$ cat src/rtl/tlul_dbus_demux.sv
// TL-UL 1:2 data-bus demux: routes core requests to data memory, peripherals or an internal error responder.
// Optional macro DBUS_ALIGN_CHECK_EN: misaligned or mask-inconsistent requests are sent to the error responder.
package tlul_dbus_demux_pkg;
  localparam int unsigned TL_AW = 32;
  localparam int unsigned TL_DW = 32;
  localparam int unsigned TL_MW = 4;
  localparam int unsigned TL_SW = 8;

  localparam logic [2:0] TL_PUT_FULL    = 3'h0;
  localparam logic [2:0] TL_PUT_PARTIAL = 3'h1;
  localparam logic [2:0] TL_GET         = 3'h4;
  localparam logic [2:0] TL_ACK         = 3'h0;
  localparam logic [2:0] TL_ACK_DATA    = 3'h1;

  typedef struct packed {
    logic             a_valid;
    logic [2:0]       a_opcode;
    logic [2:0]       a_param;
    logic [1:0]       a_size;
    logic [TL_SW-1:0] a_source;
    logic [TL_AW-1:0] a_address;
    logic [TL_MW-1:0] a_mask;
    logic [TL_DW-1:0] a_data;
    logic             d_ready;
  } tl_h2d_t;

  typedef struct packed {
    logic             d_valid;
    logic [2:0]       d_opcode;
    logic [2:0]       d_param;
    logic [1:0]       d_size;
    logic [TL_SW-1:0] d_source;
    logic [TL_DW-1:0] d_data;
    logic             d_error;
    logic             a_ready;
  } tl_d2h_t;
endpackage

module tlul_dbus_demux
  import tlul_dbus_demux_pkg::*;
#(
  parameter int unsigned MAX_OUTSTANDING = 4,
  parameter logic [31:0] DMEM_BASE       = 32'h0001_0000,
  parameter logic [31:0] DMEM_MASK       = 32'h0000_FFFF,
  parameter logic [31:0] PERIPH_BASE     = 32'h4000_0000,
  parameter logic [31:0] PERIPH_MASK     = 32'h0FFF_FFFF
) (
  input  logic    clock,
  input  logic    reset,
  input  tl_h2d_t tl_h_i,
  output tl_d2h_t tl_h_o,
  output tl_h2d_t tl_dmem_o,
  input  tl_d2h_t tl_dmem_i,
  output tl_h2d_t tl_periph_o,
  input  tl_d2h_t tl_periph_i
);
  localparam int unsigned CNT_W = $clog2(MAX_OUTSTANDING + 1);

  typedef enum logic [1:0] {
    TGT_DMEM   = 2'd0,
    TGT_PERIPH = 2'd1,
    TGT_ERR    = 2'd2
  } tgt_e;

  logic [CNT_W-1:0] out_cnt_q, out_cnt_d;
  tgt_e             out_tgt_q, out_tgt_d;
  logic             err_vld_q, err_vld_d;
  logic [TL_SW-1:0] err_source_q, err_source_d;
  logic [1:0]       err_size_q, err_size_d;
  logic [2:0]       err_opcode_q, err_opcode_d;

  logic hit_dmem, hit_periph;
  tgt_e req_tgt;
  logic can_issue, sel_a_ready, a_ready_c, a_acc;
  logic rsp_active, h_d_valid, d_acc;

`ifdef DBUS_ALIGN_CHECK_EN
  logic [TL_MW-1:0] exp_mask;
  logic             align_err;

  // Natural alignment plus a byte mask that covers exactly the addressed bytes.
  always_comb begin
    exp_mask  = '0;
    align_err = 1'b0;
    case (tl_h_i.a_size)
      2'd0: exp_mask = TL_MW'(4'b0001 << tl_h_i.a_address[1:0]);
      2'd1: begin
        exp_mask  = TL_MW'(4'b0011 << tl_h_i.a_address[1:0]);
        align_err = tl_h_i.a_address[0];
      end
      2'd2: begin
        exp_mask  = 4'hF;
        align_err = |tl_h_i.a_address[1:0];
      end
      default: align_err = 1'b1;
    endcase
    if (tl_h_i.a_mask != exp_mask) align_err = 1'b1;
  end
`endif

  // Address decode; data memory wins on overlap.
  always_comb begin
    hit_dmem   = (tl_h_i.a_address & ~DMEM_MASK) == DMEM_BASE;
    hit_periph = (tl_h_i.a_address & ~PERIPH_MASK) == PERIPH_BASE;
    if (hit_dmem)        req_tgt = TGT_DMEM;
    else if (hit_periph) req_tgt = TGT_PERIPH;
    else                 req_tgt = TGT_ERR;
`ifdef DBUS_ALIGN_CHECK_EN
    if (align_err) req_tgt = TGT_ERR;
`endif
  end

  // Issue gating: capacity, single target in flight, one-entry error responder.
  always_comb begin
    can_issue = (out_cnt_q < CNT_W'(MAX_OUTSTANDING)) &&
                ((out_cnt_q == '0) || (req_tgt == out_tgt_q));
    if ((req_tgt == TGT_ERR) && err_vld_q) can_issue = 1'b0;
    if (reset) can_issue = 1'b0;

    case (req_tgt)
      TGT_DMEM:   sel_a_ready = tl_dmem_i.a_ready;
      TGT_PERIPH: sel_a_ready = tl_periph_i.a_ready;
      default:    sel_a_ready = !err_vld_q;
    endcase
    a_ready_c  = can_issue && sel_a_ready;
    a_acc      = tl_h_i.a_valid && a_ready_c;
    rsp_active = (out_cnt_q != '0) && !reset;
  end

  // A-channel pass-through and D-channel steering.
  always_comb begin
    tl_dmem_o           = tl_h_i;
    tl_dmem_o.a_valid   = tl_h_i.a_valid && can_issue && (req_tgt == TGT_DMEM);
    tl_dmem_o.d_ready   = tl_h_i.d_ready && rsp_active && (out_tgt_q == TGT_DMEM);
    tl_periph_o         = tl_h_i;
    tl_periph_o.a_valid = tl_h_i.a_valid && can_issue && (req_tgt == TGT_PERIPH);
    tl_periph_o.d_ready = tl_h_i.d_ready && rsp_active && (out_tgt_q == TGT_PERIPH);

    tl_h_o = '0;
    case (out_tgt_q)
      TGT_DMEM:   tl_h_o = tl_dmem_i;
      TGT_PERIPH: tl_h_o = tl_periph_i;
      default: begin
        tl_h_o.d_valid  = err_vld_q;
        tl_h_o.d_opcode = (err_opcode_q == TL_GET) ? TL_ACK_DATA : TL_ACK;
        tl_h_o.d_param  = 3'h0;
        tl_h_o.d_size   = err_size_q;
        tl_h_o.d_source = err_source_q;
        tl_h_o.d_data   = 32'hFFFF_FFFF;
        tl_h_o.d_error  = 1'b1;
      end
    endcase
    h_d_valid      = tl_h_o.d_valid && rsp_active;
    tl_h_o.d_valid = h_d_valid;
    tl_h_o.a_ready = a_ready_c;
    d_acc          = h_d_valid && tl_h_i.d_ready;
  end

  // Outstanding tracking and error responder capture/release.
  always_comb begin
    out_cnt_d    = out_cnt_q;
    out_tgt_d    = out_tgt_q;
    err_vld_d    = err_vld_q;
    err_source_d = err_source_q;
    err_size_d   = err_size_q;
    err_opcode_d = err_opcode_q;

    if (a_acc && !d_acc)      out_cnt_d = out_cnt_q + CNT_W'(1);
    else if (!a_acc && d_acc) out_cnt_d = out_cnt_q - CNT_W'(1);

    if (a_acc) out_tgt_d = req_tgt;

    if (a_acc && (req_tgt == TGT_ERR)) begin
      err_vld_d    = 1'b1;
      err_source_d = tl_h_i.a_source;
      err_size_d   = tl_h_i.a_size;
      err_opcode_d = tl_h_i.a_opcode;
    end else if (d_acc && (out_tgt_q == TGT_ERR)) begin
      err_vld_d = 1'b0;
    end
  end

  always_ff @(posedge clock or posedge reset) begin
    if (reset) begin
      out_cnt_q    <= '0;
      out_tgt_q    <= TGT_DMEM;
      err_vld_q    <= 1'b0;
      err_source_q <= '0;
      err_size_q   <= '0;
      err_opcode_q <= '0;
    end else begin
      out_cnt_q    <= out_cnt_d;
      out_tgt_q    <= out_tgt_d;
      err_vld_q    <= err_vld_d;
      err_source_q <= err_source_d;
      err_size_q   <= err_size_d;
      err_opcode_q <= err_opcode_d;
    end
  end

  // A slave answering when it owns nothing in flight breaks the protocol; it is dropped above.
  logic stray_rsp;
  assign stray_rsp = (tl_dmem_i.d_valid && ((out_cnt_q == '0) || (out_tgt_q != TGT_DMEM))) ||
                     (tl_periph_i.d_valid && ((out_cnt_q == '0) || (out_tgt_q != TGT_PERIPH)));

  stray_rsp_a: assert property (@(posedge clock) disable iff (reset) !stray_rsp);

endmodule
$ cat config.mk
export PLATFORM = sky130hd
export DESIGN_NAME = tlul_dbus_demux
export DESIGN_NICKNAME = d
export VERILOG_FILES = /design/src/rtl/tlul_dbus_demux.sv
export SDC_FILE = /design/constraint.sdc
export NUM_CORES = 1
export LEC_CHECK = 0
export ABC_AREA = 0
export BUFFER_PORTS_ARGS = -buffer_cell sky130_fd_sc_hd__buf_2
export CAP_MARGIN = 10
export CORE_AREA = 4 4 158 160
export DETAILED_ROUTE_END_ITERATION = 10
export DIE_AREA = 0 0 162 164
export PLACE_DENSITY_LB_ADDON = 0.05
export SETUP_SLACK_MARGIN = 0.5
export SYNTH_ARGS = -nofsm -noshare
export SYNTH_HDL_FRONTEND = slang
export SYNTH_SLANG_ARGS = --single-unit
$ cat constraint.sdc
create_clock -name clock -period 7.04 [get_ports clock]
set_input_delay 0 -clock clock [delete_from_list [all_inputs] [get_ports clock]]
set_output_delay 0 -clock clock [all_outputs]
set_load 0.05 [all_outputs]
==> impl_summary.txt <==
----------------------------------------------------
[STA]
  Relative slew slack ... 46.5%
  Maximum frequency from static timing analysis ... 312 MHz
  # setup viols final ... 0
  Setup repair after global routing missed its margin ... false
  Post-route setup TNS ... 0 ps
  Transition time of the tightest slew-check pin ... 802 ps
  Time the worst path needs with I/O delays and setup ... 3210 ps
  Max-slew violations ... 0
  Worst Setup Slack, final ... 3830 ps
  Final clock period utilization by the worst path ... 45.6%
  Clock Skews ... 1.85 ps
  Count of final hold-check violations ... 0

[Worst setup path]
  RR Startpoint ... out_tgt_q[0]
  Critical Path Fanout Max ... 49
  Setup Crit Path Kind ... flip-flop to flip-flop
  Minimum setup slack among reg-to-reg paths ... 3830 ps
  Startpoint type of the worst setup path ... flip-flop
  Critical path required time ... 7170 ps
  Worst reg2reg path endpoint ... out_cnt_q[1]
  CP startpoint ... out_tgt_q[0]
  Worst Reg-to-Reg Cells ... 10
  Category of the worst setup path capture point ... flip-flop
  Capturing element of the worst setup path ... out_cnt_q[1]
  Data arrival time at the worst-slack endpoint ... 3340 ps

[Yosys]
  Cells taking the most area after synthesis ... sky130_fd_sc_hd__buf_4 40%, sky130_fd_sc_hd__dfrtp_1 15%, sky130_fd_sc_hd__a211o_1 9.1%
  Post-Synthesis Net Count ... 577
  Proportion of register bits with asynchronous set or reset after synthesis ... 100%
  Top-area cell type share of the netlist area ... 40.3%
  Most common cell in the netlist ... sky130_fd_sc_hd__buf_4
  Gate Count Post-Synth ... 385
  Seq/Total Area, Yosys ... 15.0%
  Leading register cell type out of synthesis ... sky130_fd_sc_hd__dfrtp_1
  Synthesis-stage register bit count ... 19
  Count of flip-flops with a built-in enable after synthesis ... 0
  Yosys warns ... 0
  Number of distinct standard cells referenced by the synthesized netlist ... 36
  Most common library cells after synthesis ... 170 x sky130_fd_sc_hd__buf_4, 34 x sky130_fd_sc_hd__nor2b_1, 33 x sky130_fd_sc_hd__a211o_1
  Average size of a mapped cell ... 8.22 µm²
  Cell taking the most area after synthesis ... sky130_fd_sc_hd__buf_4
  Cell Area, Synth ... 0.00316 mm²

[Placement]
  Post-detail-place hpwl ... 10,900 µm
  Minimum setup slack after placement ... 3760 ps
  Global placer's final weighted congestion ... 0.669
  Input/output buffers ... 247
  Total instance count after detailed placement ... 765

[Power and ir drop]
  Largest voltage drop on the vdd net ... 0.154 mV
  Static Leak ... 1.75 nW
  Total power divided by cell area ... 404 mW/mm²

[Finish]
  Layout area overhead ... 12.2%
  Fraction of layout instances using a drive strength above 1 ... 61.0%
  Final nets ... 644
  Layout filler cell count ... 2,766
  Fraction of the core area covered by cells at the end of the flow ... 15.2%
  Final cell count without fillers ... 771

[Global routing]
  Initial antenna violation count ... 2
  Total grt overflow ... 0
  Global-route wire length before repair ... 17,300 µm
  Gr usage total ... 8.42%
  Maximum number of pins on one net before global-route repair ... 63
  Number of global-route vias before repair ... 2,737

[Run status]
  Status ... finished clean

[Routing]
  Initial detailed-routing violation count ... 61
  Wire length after detailed routing ... 12,500 µm
  Router iterations before antenna repair ... 4
  Post-detailed-route via-to-cell ratio ... 3.49
  Number of remaining DRC errors ... 0
  Via count of the routed design ... 2,689
  DRT antenna net count ... 0
  Wire per inst ... 16.2 µm

[Floorplanning]
  Core region area ... 0.0234 mm²
  Number of top-level pins ... 413
  Initial Util ... 13.5%
  Die Ht ... 164 µm
  Rows ... 56
  Chip width ... 162 µm
  Die Outline Area ... 0.0266 mm²

[CTS]
  CTS tree ... built
  Clock sink count ... 19
  # H-tree levels ... 1
  Later-pin clock latency in the skew report ... 250 ps
  Root buffer cell ... sky130_fd_sc_hd__clkbuf_16
  Clock Path Buffers ... 2
  Count of buffers added by post-CTS timing repair for setup ... 0
  Clock input transition at the sequential cells of the worst setup and hold paths ... 60 ps
  Number of clock buffers inserted by TritonCTS ... 3

[Flow run]
  Max_cap viols ... 0

[Worst hold path]
  Path type of the worst min-delay path ... primary input to output pin

----------------------------------------------------
## worst min-delay path by stage
stage / startpoint / end / slack (ps) / cells past startpoint
floorplan: reset / err_opcode_q[0] / -50 / 1
global placement: tl_h_i[29] / tl_dmem_o[29] / 0.5 / 0
detailed placement: tl_h_i[29] / tl_dmem_o[29] / 0.5 / 0
CTS: tl_h_i[29] / tl_dmem_o[29] / 0.5 / 0
global route: tl_h_i[80] / tl_dmem_o[80] / 0.1 / 0
finish: tl_h_i[5] / tl_dmem_o[5] / 0.02 / 0
## sequential cells by signal (all words and copies together) (netlist names)
| signal | count |
|---|---|
| out_tgt_q | 2 |
| err_vld_q | 1 |
| err_opcode_q | 3 |
| err_size_q | 2 |
| err_source_q | 8 |
| out_cnt_q | 3 |
## critical path, cell delays in order (launching register included)
cell and delay (ps):
sky130_fd_sc_hd__dfrtp_4 730, sky130_fd_sc_hd__buf_4 570, sky130_fd_sc_hd__nand2b_1 200, sky130_fd_sc_hd__nand2b_1 70, sky130_fd_sc_hd__a221o_1 280, sky130_fd_sc_hd__o221ai_1 120
sky130_fd_sc_hd__nor2_1 120, sky130_fd_sc_hd__ha_1 240, sky130_fd_sc_hd__inv_1 70, sky130_fd_sc_hd__fa_1 410, sky130_fd_sc_hd__mux2_2 270
## power breakdown
part / switching (mW) / internal, mW
clock: 0.0417 / 0.0770
combinational: 0.768 / 0.310
sequential: 0.0701 / 0.165
## per-stage QoR
step                hold slack, ps  cell area, µm²  power (mW)
floorplan                    -48.9            3160        1.32
global placement             0.498            3460        1.35
detailed placement           0.498            3460        1.34
CTS                          0.498            3550        1.46
global route                 0.114            3550        1.53
finish                      0.0249            3550        1.43
## cell type report
cell class	count	area, µm²	share of cell area, %
Timing Repair Buffer	250	1260	35.5
Antenna cell	1	2.50	0.0705
Sequential cell	19	480	13.5
Inverter	2	7.51	0.211
Multi-Input combinational cell	176	1320	37.2
Tap cell	319	399	11.2
Clock buffer	4	78.8	2.22
## metal layers
metal,part of all wire (%),up-vias,wire length (µm),track usage (%)
li1,-,1245,-,-
met1,34,1221,4300,8.65
met2,55,213,6850,17.1
met3,10,10,1290,2.36
met4,0.69,0,86,1.31
met5,0,-,0,0
## logic make-up after synthesis
kind of cell,count (synthesis),share of synthesized area (%)
buffers and inverters,190,43.3
muxes,33,12.2
adders and majority gates,2,1.03
and+or+nand+nor,85,14.7
xor gates and xnor gates,3,0.831
DFF,19,15.0
AOI/OAI and AO/OA,53,12.9
## repair_timing
item,CTS,global route
endpoints found under the hold margin,3,0
hold buffers,1,0
gates resized for setup,0,0
## layout by cell type, fill, tap and decap left out, types with 2 or more instances in the layout
cell type	Yosys	final
sky130_fd_sc_hd__buf_4	170	2
sky130_fd_sc_hd__mux2_2	5	5
sky130_fd_sc_hd__nor2_1	15	15
sky130_fd_sc_hd__o21ai_0	16	16
sky130_fd_sc_hd__nor2b_1	34	34
sky130_fd_sc_hd__a211o_1	33	33
sky130_fd_sc_hd__mux2i_1	18	18
sky130_fd_sc_hd__nor3_1	6	6
sky130_fd_sc_hd__inv_1	2	2
sky130_fd_sc_hd__mux2_4	10	10
sky130_fd_sc_hd__nand2_1	17	17
sky130_fd_sc_hd__buf_2	1	247
sky130_fd_sc_hd__clkbuf_16	0	3
sky130_fd_sc_hd__nand2b_1	2	2
sky130_fd_sc_hd__xor2_1	2	2
sky130_fd_sc_hd__dfrtp_1	19	17
Note: power is estimated with default switching activity, not from simulation.
